### config.mk
export PLATFORM = sky130hd
export DESIGN_NAME = apx_moa_pipe_flat
export DESIGN_NICKNAME = d
export VERILOG_FILES = /design/src/rtl/apx_moa_pkg.sv /design/src/rtl/apx_moa_if.sv /design/src/rtl/apx_moa_cell.sv /design/src/rtl/apx_moa_pipe.sv /design/src/flat_wrapper.sv
export SDC_FILE = /design/constraint.sdc
export NUM_CORES = 1
export LEC_CHECK = 0
export ABC_AREA = 1
export CORE_ASPECT_RATIO = 1.4
export CORE_MARGIN = 8
export CORE_UTILIZATION = 35
export DETAILED_ROUTE_END_ITERATION = 6
export PLACE_DENSITY = 0.66
export SYNTH_ARGS = -nofsm -noshare
export SYNTH_HDL_FRONTEND = slang
export SYNTH_SLANG_ARGS = --single-unit
### constraint.sdc
create_clock -name clk -period 2.2 [get_ports clk]
set_input_delay 0.22 -clock clk [delete_from_list [all_inputs] [get_ports clk]]
set_output_delay 0.22 -clock clk [all_outputs]
set_load 0.02 [all_outputs]
### src/rtl/apx_moa_pkg.sv
// Shared types and constant helpers for the approximate multi-operand adder.
package apx_moa_pkg;

    typedef enum logic {
        CELL_EXACT = 1'b0,
        CELL_APX   = 1'b1
    } cell_mode_e;

    function automatic int sum_w(input int width, input int n_ops);
        return width + $clog2(n_ops);
    endfunction

    function automatic int levels(input int n_ops);
        return $clog2(n_ops) - 1;
    endfunction

    function automatic logic maj3(input logic a, input logic b, input logic c);
        return (a & b) | (a & c) | (b & c);
    endfunction

endpackage

### src/rtl/apx_moa_if.sv
// Operand-set input stream and result output stream of the multi-operand adder.
interface apx_moa_if #(
    parameter int WIDTH = 8,
    parameter int N_OPS = 4
);
    localparam int SUM_W = apx_moa_pkg::sum_w(WIDTH, N_OPS);

    logic                     in_valid;
    logic                     in_ready;
    logic [N_OPS*WIDTH-1:0]   in_ops;
    logic                     out_valid;
    logic                     out_ready;
    logic [SUM_W-1:0]         out_sum;
    logic                     out_apx_err;

    modport master (
        output in_valid, in_ops, out_ready,
        input  in_ready, out_valid, out_sum, out_apx_err
    );

    modport slave (
        input  in_valid, in_ops, out_ready,
        output in_ready, out_valid, out_sum, out_apx_err
    );

endinterface

### src/rtl/apx_moa_cell.sv
// One column of a 4:2 compressor; MODE picks the exact or the approximate cell.
module apx_moa_cell
    import apx_moa_pkg::*;
#(
    parameter cell_mode_e MODE = CELL_EXACT
) (
    input  logic x1,
    input  logic x2,
    input  logic x3,
    input  logic x4,
    input  logic cin,
    output logic cout,
    output logic sum,
    output logic carry,
    output logic e
);

    if (MODE == CELL_APX) begin : g_apx
        // Counts 1111 as three; e flags that lost unit.
        logic unused_cin;
        assign unused_cin = cin;
        assign e     = x1 & x2 & x3 & x4;
        assign sum   = (x1 ^ x2 ^ x3 ^ x4) | e;
        assign carry = ((x1 ^ x2) & (x3 ^ x4)) | ((x1 & x2) ^ (x3 & x4)) | e;
        assign cout  = 1'b0;
    end else begin : g_exact
        logic s1;
        assign s1    = x1 ^ x2 ^ x3;
        assign cout  = maj3(x1, x2, x3);
        assign sum   = s1 ^ x4 ^ cin;
        assign carry = maj3(s1, x4, cin);
        assign e     = 1'b0;
    end

endmodule

### src/rtl/apx_moa_pipe.sv
// Pipelined N_OPS-operand adder: 4:2 compressor tree with approximate low columns.
// Define APX_MOA_ERR_CNT_EN to build the saturating approximation-event counter.
module apx_moa_pipe
    import apx_moa_pkg::*;
#(
    parameter int WIDTH     = 8,
    parameter int N_OPS     = 4,
    parameter int APX_BITS  = 4,
    parameter int ERR_CNT_W = 16
) (
    input  logic                 clk,
    input  logic                 rst_n,
    apx_moa_if.slave             bus,
    input  logic                 err_clr,
    output logic [ERR_CNT_W-1:0] err_cnt
);

    localparam int SUM_W  = sum_w(WIDTH, N_OPS);
    localparam int LEVELS = levels(N_OPS);
    localparam int NCMP   = N_OPS / 4;

    if (!(N_OPS == 4 || N_OPS == 8) || APX_BITS < 0 || APX_BITS > WIDTH || WIDTH < 2) begin : g_bad_cfg
        $error("apx_moa_pipe: unsupported WIDTH/N_OPS/APX_BITS combination");
    end

    logic [SUM_W-1:0]            rin_c  [LEVELS][N_OPS];
    logic [SUM_W-1:0]            srow_c [LEVELS][NCMP];
    logic [SUM_W-1:0]            crow_c [LEVELS][NCMP];
    logic [LEVELS-1:0][NCMP-1:0] e_c;

    logic [SUM_W-1:0]  row_p [LEVELS][N_OPS/2];
    logic [LEVELS-1:0] vld_p;
    logic [LEVELS-1:0] err_p;
    logic [SUM_W-1:0]  res_sum;
    logic              res_vld;
    logic              res_err;
    logic              adv;

    // Global stall: every stage moves together or not at all.
    assign adv             = !res_vld || bus.out_ready;
    assign bus.in_ready    = adv;
    assign bus.out_valid   = res_vld;
    assign bus.out_sum     = res_sum;
    assign bus.out_apx_err = res_err;

    for (genvar l = 0; l < LEVELS; l++) begin : g_lvl
        for (genvar k = 0; k < N_OPS; k++) begin : g_rin
            if (l == 0) begin : g_src_in
                assign rin_c[l][k] = SUM_W'(bus.in_ops[k*WIDTH +: WIDTH]);
            end else if (k < (N_OPS >> l)) begin : g_src_reg
                assign rin_c[l][k] = row_p[l-1][k];
            end else begin : g_src_none
                assign rin_c[l][k] = '0;
            end
        end

        for (genvar j = 0; j < NCMP; j++) begin : g_cmp
            if (j < (N_OPS >> (l + 2))) begin : g_used
                logic [SUM_W:0]   cy;
                logic [SUM_W:0]   cr;
                logic [SUM_W-1:0] sv;
                logic [SUM_W-1:0] ev;
                logic             unused_msb;

                // Carry-out of the top column cannot be set: the full sum fits in SUM_W.
                assign cy[0]      = 1'b0;
                assign cr[0]      = 1'b0;
                assign unused_msb = cy[SUM_W] ^ cr[SUM_W];

                for (genvar c = 0; c < SUM_W; c++) begin : g_col
                    apx_moa_cell #(
                        .MODE((c < APX_BITS) ? CELL_APX : CELL_EXACT)
                    ) u_cell (
                        .x1   (rin_c[l][4*j][c]),
                        .x2   (rin_c[l][4*j+1][c]),
                        .x3   (rin_c[l][4*j+2][c]),
                        .x4   (rin_c[l][4*j+3][c]),
                        .cin  (cy[c]),
                        .cout (cy[c+1]),
                        .sum  (sv[c]),
                        .carry(cr[c+1]),
                        .e    (ev[c])
                    );
                end

                assign srow_c[l][j] = sv;
                assign crow_c[l][j] = cr[SUM_W-1:0];
                assign e_c[l][j]    = |ev;
            end else begin : g_idle
                assign srow_c[l][j] = '0;
                assign crow_c[l][j] = '0;
                assign e_c[l][j]    = 1'b0;
            end
        end
    end

    // ---- compressor level registers (data only, no reset) ----
    always_ff @(posedge clk) begin
        if (adv) begin
            for (int l = 0; l < LEVELS; l++) begin
                for (int j = 0; j < NCMP; j++) begin
                    row_p[l][2*j]   <= srow_c[l][j];
                    row_p[l][2*j+1] <= crow_c[l][j];
                end
            end
        end
    end

    // ---- valid/error tags per level and carry-propagate adder stage ----
    always_ff @(posedge clk or negedge rst_n) begin
        if (!rst_n) begin
            vld_p   <= '0;
            err_p   <= '0;
            res_vld <= 1'b0;
            res_err <= 1'b0;
            res_sum <= '0;
        end else if (adv) begin
            vld_p[0] <= bus.in_valid;
            err_p[0] <= |e_c[0];
            for (int l = 1; l < LEVELS; l++) begin
                vld_p[l] <= vld_p[l-1];
                err_p[l] <= err_p[l-1] | (|e_c[l]);
            end
            res_vld <= vld_p[LEVELS-1];
            res_err <= err_p[LEVELS-1];
            res_sum <= row_p[LEVELS-1][0] + row_p[LEVELS-1][1];
        end
    end

`ifdef APX_MOA_ERR_CNT_EN
    function automatic logic [ERR_CNT_W-1:0] sat_inc(input logic [ERR_CNT_W-1:0] v);
        return (v == '1) ? v : v + 1'b1;
    endfunction

    logic [ERR_CNT_W-1:0] err_cnt_q;

    always_ff @(posedge clk or negedge rst_n) begin
        if (!rst_n) begin
            err_cnt_q <= '0;
        end else if (err_clr) begin
            err_cnt_q <= '0;
        end else if (res_vld && bus.out_ready && res_err) begin
            err_cnt_q <= sat_inc(err_cnt_q);
        end
    end

    assign err_cnt = err_cnt_q;
`else
    logic unused_err_clr;
    assign unused_err_clr = err_clr;
    assign err_cnt        = '0;
`endif

endmodule

### src/flat_wrapper.sv
// flat-port wrapper written by rule: the top's interface ports become plain ports
module apx_moa_pipe_flat import apx_moa_pkg::*;
#(
    parameter int WIDTH     = 8,
    parameter int N_OPS     = 4,
    parameter int APX_BITS  = 4,
    parameter int ERR_CNT_W = 16
)
  (clk, rst_n, err_clr, err_cnt, bus_in_valid, bus_in_ops, bus_out_ready, bus_in_ready, bus_out_valid, bus_out_sum, bus_out_apx_err);
  apx_moa_if #(.WIDTH(WIDTH), .N_OPS(N_OPS)) bus_i ();
  input  logic clk;
  input  logic rst_n;
  input  logic err_clr;
  output logic [ERR_CNT_W-1:0] err_cnt;
  input wire logic [$bits(bus_i.in_valid)-1:0] bus_in_valid;
  input wire logic [$bits(bus_i.in_ops)-1:0] bus_in_ops;
  input wire logic [$bits(bus_i.out_ready)-1:0] bus_out_ready;
  output wire logic [$bits(bus_i.in_ready)-1:0] bus_in_ready;
  output wire logic [$bits(bus_i.out_valid)-1:0] bus_out_valid;
  output wire logic [$bits(bus_i.out_sum)-1:0] bus_out_sum;
  output wire logic [$bits(bus_i.out_apx_err)-1:0] bus_out_apx_err;
  assign bus_i.in_valid = bus_in_valid;
  assign bus_i.in_ops = bus_in_ops;
  assign bus_i.out_ready = bus_out_ready;
  assign bus_in_ready = bus_i.in_ready;
  assign bus_out_valid = bus_i.out_valid;
  assign bus_out_sum = bus_i.out_sum;
  assign bus_out_apx_err = bus_i.out_apx_err;
  apx_moa_pipe #(.WIDTH(WIDTH), .N_OPS(N_OPS), .APX_BITS(APX_BITS), .ERR_CNT_W(ERR_CNT_W)) u_core (.clk(clk), .rst_n(rst_n), .bus(bus_i), .err_clr(err_clr), .err_cnt(err_cnt));
endmodule
==> metrics, run 1 <==
status finished, final reports clean; design area approximately 0.0026 sq mm; clock root buffer clkbuf_8; asr flop ratio synth 0.452; Fmax achieved between 500 and 600 MHz; ANT cells 0; H-tree depth 2; CP endpoint kind flip-flop; Clk pin slew, worst setup/hold paths 0.06 ns; Routed WL 3600 microns; # DRC 0; initial antenna violation count 0; Layout Cells excl Fill 334; slew margin rel. 0.586; drt initial violations 54; Post-CTS Hold Buffers 0; total die area 0.00844 sq mm; grt total ovfl 0; #FFs+latches synth 31; Clock Sinks 31; post-route ant nets 0; die extent in y approximately 110 microns; final hold vios 0; crit path buf inv count 3; CTS Buffer Depth 2; via count 1470; r2r endpoint u_core.bus.out_sum[9]$_DFFE_PN0P_; P&R area growth vs syn 30.6%; Post-synth EDFFs 17; Crit Path Max Fanout 1; Pleak 1.21 nW; top routing layer used met4; class of the tightest hold or removal check primary input to async pin; DP Cell Count 326; average size of a mapped cell 9.50 sq um; Seq/Total Area, Yosys 0.429; Starting Density 0.363; Syn Std Cell Area 0.00200 sq mm; row cnt 32; VDD IR-drop max 0.286 mV; Die X-Extent 80.0 microns; Slowest-stage cell, CP fa_1; core footprint approximately 0.0055 sq mm; simple-gate share of the synthesized area 0.217; Metal-1 WL 1510 microns; hpwl dp approximately 3100 microns; max cap viols 0; Slew Limit Fails 0; Via density 4.40; adder-cell area share of the yosys netlist 0.186; routability cong. roughly 0.72; Cells after Synth 211; crit path launch type primary input; # IOs 66; synth warn 0; Final Setup Violations 0; dominant register cell in the synthesized netlist edfxtp_1; nets 327; Worst Path Required 2.22 ns; placed inst area 0.00251 sq mm; library cells used by synthesis 27; 1st-pass router iterations 4; Final Util 0.474; Post-CTS Resized 0; CTS tree built; proportion of synthesized area in mux cells 0; pwr/cell area between 800 and 900 mW/mm^2; main combinational cell family by area after synthesis simple AND/OR/NAND/NOR gates; Final Cycle Share 0.797; Post-Synth XOR/XNOR Area 0.0218; WS Path Type primary input to flip-flop; Largest stage delay, worst path 0.52 ns; met2 wire length about 1800 microns; WL/cell 10.8 microns; critical path arrival 1.77 ns; r2r setup slk between 0.4 and 0.5 ns; Post-CTS Setup Bufs 0; CP delay by family, top adder cells; Port Buf Inserts 48; worst reg2reg path startpoint u_core.row_p[0][0]$_DFFE_PP_; Compound-Gate Fraction of Synth Area 0.0362; vias in the first global route 1559; share of cells above drive strength 1 0.0564; setup_tns 0 ns; CTS Buf Count 5; Reg2Reg Depth 8; first-pass GRT wire length 6420 microns; unrepaired setup endpoints after global routing no; Final min period 1.75 ns; Worst Tran Pin Value approximately 0.62 ns; global-route usage over all layers 0.0922; met3 WL post-DR 208 microns; final clock skew 0.00761 ns; Clock Latency Late Sink 0.28 ns; largest net degree at the start of global routing 34; crit-path cells clkdlybuf4s50_1 -> inv_1 -> fa_1 -> inv_1 -> fa_1
[sequential cells by signal, indices dropped and copies added, names as in the netlist]
signal / flops
u_core.err_p: 1
u_core.bus.out_sum: 10
u_core.row_p: 17
u_core.vld_p: 1
u_core.bus.out_apx_err: 1
u_core.bus.out_valid: 1
[how the worst max path moves through the flow]
| stage | startpoint | end | cells after the start |
|---|---|---|---|
| global route | u_core.row_p[0][0]$_DFFE_PP_ | u_core.bus.out_sum[7]$_DFFE_PN0P_ | 9 |
| CTS | bus_in_ops[7] | u_core.row_p[0][15]$_DFFE_PP_ | 5 |
| detailed placement | bus_in_ops[7] | u_core.row_p[0][15]$_DFFE_PP_ | 5 |
| floorplan | u_core.row_p[0][0]$_DFFE_PP_ | u_core.bus.out_sum[9]$_DFFE_PN0P_ | 8 |
| global placement | bus_in_ops[7] | u_core.row_p[0][15]$_DFFE_PP_ | 5 |
| finish | bus_in_ops[7] | u_core.row_p[0][15]$_DFFE_PP_ | 5 |
[worst reg2reg max path, delay by kind of cell (launching register included)]
family | cells | cell delay, ns
adder cells (fa/ha/maj) | 2 | 0.69
flip-flops | 1 | 0.36
AO/OA/AOI/OAI | 1 | 0.11
AND/OR/NAND/NOR | 5 | 0.47
[power by group]
part	switching (mW)	internal, mW	leakage (nW)
Combinational	0.484	0.411	0.813
Sequential	0.0634	0.777	0.340
Clock	0.195	0.331	0.0556
[kinds of logic (layout without fill, tap and decap cells)]
logic type                 Yosys count  in the layout
adders and majority gates           25             25
other                                1             16
buffers and inverters               40             80
AOI/OAI and AO/OA                   11             11
DFF                                 31             31
and+or+nand+nor                     98             98
xor gates and xnor gates             5              5
[cells in the mapped netlist (2+ instances only)]
library cell  instances  area [sq um]
inv_1                20          75.1
buf_4                16           120
nand4_1               2          12.5
buf_2                 2          10.0
nand3b_1              2          15.0
nand3_1              22           110
ha_1                 17           213
o21ai_0               3          15.0
a21oi_1               3          15.0
fa_1                  8           160
nand2_1              59           221
dfrtp_1              14           350
xnor2_1               5          43.8
nor2_1                5          18.8
o21a_1                2          15.0
or2_1                 4          25.0
edfxtp_1             17           510
[cell usage in the layout (no fill, tap or decap), types with 3 or more instances in the layout]
cell,count
dfrtp_1,14
ha_1,17
nor2_1,5
nand3_1,22
or2_1,4
a21oi_1,3
fa_1,8
clkdlybuf4s50_1,48
edfxtp_1,17
nand2_1,59
clkbuf_8,5
xnor2_1,5
conb_1,16
inv_1,20
o21ai_0,3
[final cells by class]
cell class / instances / area, sq um
inverter: 22 / 85.1
timing repair buffer: 50 / 495
tap: 68 / 85.1
clock inverter: 3 / 38.8
clock buffer: 5 / 68.8
multi-input combinational: 155 / 985
sequential: 31 / 861
fill: 535 / 2910
[stage by stage]
stage	setup WS, ns	power [mW]	hold slack [ns]
after floorplan	0.594	1.43	-0.0756
after detailed placement	0.138	1.76	0.429
final	0.447	2.26	0.326
after CTS	0.442	2.30	0.349
after global routing	0.316	2.44	0.378
after global placement	0.204	1.74	0.426
[metal layers]
metal,global-route usage,vias up
met5,0,-
met4,0.0444,0
met3,0.0213,6
met2,0.158,50
met1,0.104,649
li1,-,765
Power figures use the tool's default switching activity.
==> run 2: changes to the inputs <==
- clock period: 2.2 -> 1.7 ns (I/O delays scaled with it)
==> run 2 against run 1 <==
Against the previous run:
- routed wire length is 1.1% higher
- sequential share of layout area shrank 0.063 points
- count of clock-buffer cells in the layout rose by 2
- first-iteration DRC count decreased by 5.6%
- register-to-register slack got worse by 0.36 ns
- flip-flop and latch count did not move
- clock power grew 8.7%
- core utilization rose by 0.091 points
- final cell count did not move
- cell area grew 0.19%
- worst setup slack lost 0.40 ns
- sequential power grew 30%
- critical endpoint unchanged
==> metrics, run 2 (synthesis results as in run 1) <==
status finished, final reports clean (unchanged); nets 327 (unchanged); core footprint 0.00553 sq mm (unchanged); drt initial violations 51 (was 54); Final WS setup 0.0429 ns (was 0.447 ns); Slew Limit Fails 0 (unchanged); DP Cell Count 326 (unchanged); Tot Pwr 2.84 mW (was 2.26 mW); CTS tree built (unchanged); row cnt 32 (unchanged); Filler Cell Count 541 (was 535); pwr/cell area 1080 mW/mm^2 (was 864 mW/mm^2); critical path arrival 1.67 ns (was 1.77 ns); CP endpoint kind flip-flop (unchanged); GR peak layer met2 (unchanged); Post-CTS Setup Bufs 0 (unchanged); Worst Tran Pin Value 0.635 ns (was 0.618 ns); Crit Path Max Fanout 1 (unchanged); VDD IR-drop max 0.348 mV (was 0.286 mV); die extent in y 106 microns (unchanged); Fmax achieved between 600 and 700 MHz; Post-CTS Hold Buffers 0 (unchanged); met2 GRT Util 0.155 (was 0.158); Layout Cells excl Fill 334 (unchanged); ANT cells 0 (unchanged); Clk pin slew, worst setup/hold paths 0.06 ns (about the same); placed inst area 0.00251 sq mm (unchanged); vias in the first global route 1530 (was 1559); H-tree depth 2 (unchanged); Final min period 1.66 ns; unrepaired setup endpoints after global routing no (unchanged); final hold vios 0 (unchanged); grt total ovfl 0 (unchanged); post-route ant nets 0 (unchanged); most common cell after layout, fill and taps aside nand2_1 (unchanged); Pleak 1.20 nW (was 1.21 nW); grt met1 use 0.101 (was 0.104); clock root buffer clkbuf_8 (unchanged); Routed WL 3640 microns (was 3600 microns); Final Setup Violations 0 (unchanged); total die area 0.00844 sq mm (unchanged); Worst Path Required 1.72 ns (was 2.22 ns); Starting Density 0.363 (unchanged); Clock Latency Late Sink 0.27 ns (was 0.28 ns); Hold Slack 0.287 ns (was 0.326 ns); setup_tns 0 ns (unchanged); Clock Sinks 31 (unchanged); Die X-Extent 80.0 microns (unchanged); routability cong. 0.736 (was 0.725); crit path launch type primary input (unchanged); 1st-pass router iterations 4 (unchanged); # IOs 66 (unchanged); M3 GR Usage 0.0264 (was 0.0213); max cap viols 0 (unchanged); final clock skew 0.00593 ns (was 0.00761 ns); share of cells above drive strength 1 0.0789 (was 0.0564); Biggest register u_core.row_p (unchanged); most frequent cells in the layout nand2_1, clkdlybuf4s50_1, inv_1, nand3_1, edfxtp_1 (was nand2_1, clkdlybuf4s50_1, nand3_1, inv_1); hpwl dp 3040 microns (was 3060 microns); Final Cycle Share 0.975; WL/cell 10.9 microns (was 10.8 microns); slew margin rel. 0.575 (was 0.586); pre-CTS setup slack -0.288 ns (was 0.138 ns); Via density 4.33 (was 4.40); design area 0.00262 sq mm (about the same); class of the tightest hold or removal check primary input to async pin (unchanged); # DRC 0 (unchanged); Final Util 0.475 (was 0.474); largest net degree at the start of global routing 34 (unchanged); WS Path Type primary input to flip-flop (unchanged); initial antenna violation count 0 (unchanged); first-pass GRT wire length 6360 microns (was 6420 microns); Port Buf Inserts 48 (unchanged); P&R area growth vs syn 30.9% (was 30.6%); via count 1447 (was 1470); CTS Buf Count 5 (unchanged); global-route usage over all layers 0.0923 (was 0.0922); Largest register FFs 17 (unchanged); CTS Buffer Depth 2 (unchanged)
run 2: changes by cell type in the layout (fill, tap and decap cells not counted), sizes merged:
cell / delta
bufinv: -1
clkbuf: +2
clkinv: -1
run 2: layout make-up:
cell class | count | area (sq um) | area share
Clock inverter | 1 | 5.00 | 0.00191
Tap cell | 68 | 85.1 | 0.0324
Multi-Input combinational cell | 155 | 1010 | 0.383
Sequential cell | 31 | 861 | 0.328
Clock buffer | 7 | 86.3 | 0.0329
Timing Repair Buffer | 50 | 495 | 0.189
Inverter | 22 | 85.1 | 0.0324
run 2: worst max-delay path: stages:
cell and delay [ns]:
clkdlybuf4s50_1 0.45, inv_1 0.05, fa_1 0.53, inv_1 0.05, fa_1 0.42
run 2: layer usage:
| layer | wire, microns | part of all wire | up-vias |
|---|---|---|---|
| li1 | - | - | 765 |
| met1 | 1510 | 0.41 | 628 |
| met2 | 1810 | 0.50 | 49 |
| met3 | 252 | 0.069 | 5 |
| met4 | 70 | 0.019 | 0 |
| met5 | 0 | 0 | - |
run 2: final timing paths:
path / from / endpoint / slack, ns / depth (start not counted)
max: bus_in_ops[7] / u_core.row_p[0][15]$_DFFE_PP_ / 0.04 / 5
min: rst_n / u_core.bus.out_sum[0]$_DFFE_PN0P_ / 0.29 / 1
max reg2reg: u_core.row_p[0][0]$_DFFE_PP_ / u_core.bus.out_sum[9]$_DFFE_PN0P_ / 0.11 / 8
min reg2reg: u_core.row_p[0][8]$_DFFE_PP_ / u_core.bus.out_sum[0]$_DFFE_PN0P_ / 0.46 / 2
max in group asynchronous: rst_n / u_core.bus.out_sum[5]$_DFFE_PN0P_ / 1.00 / 1
min in group clk: u_core.row_p[0][8]$_DFFE_PP_ / u_core.bus.out_sum[0]$_DFFE_PN0P_ / 0.46 / 2
run 2: repair_timing:
| item | 4_1_cts | 5_1_grt |
|---|---|---|
| pin swaps | 0 | 1 |
| endpoints found under the setup margin | 2 | 4 |
| gates resized for setup | 2 | 4 |
run 2: power breakdown:
part | leakage [nW] | internal (mW) | switching, mW
Combinational | 0.815 | 0.542 | 0.639
Clock | 0.0482 | 0.326 | 0.246
Sequential | 0.340 | 1.01 | 0.0812
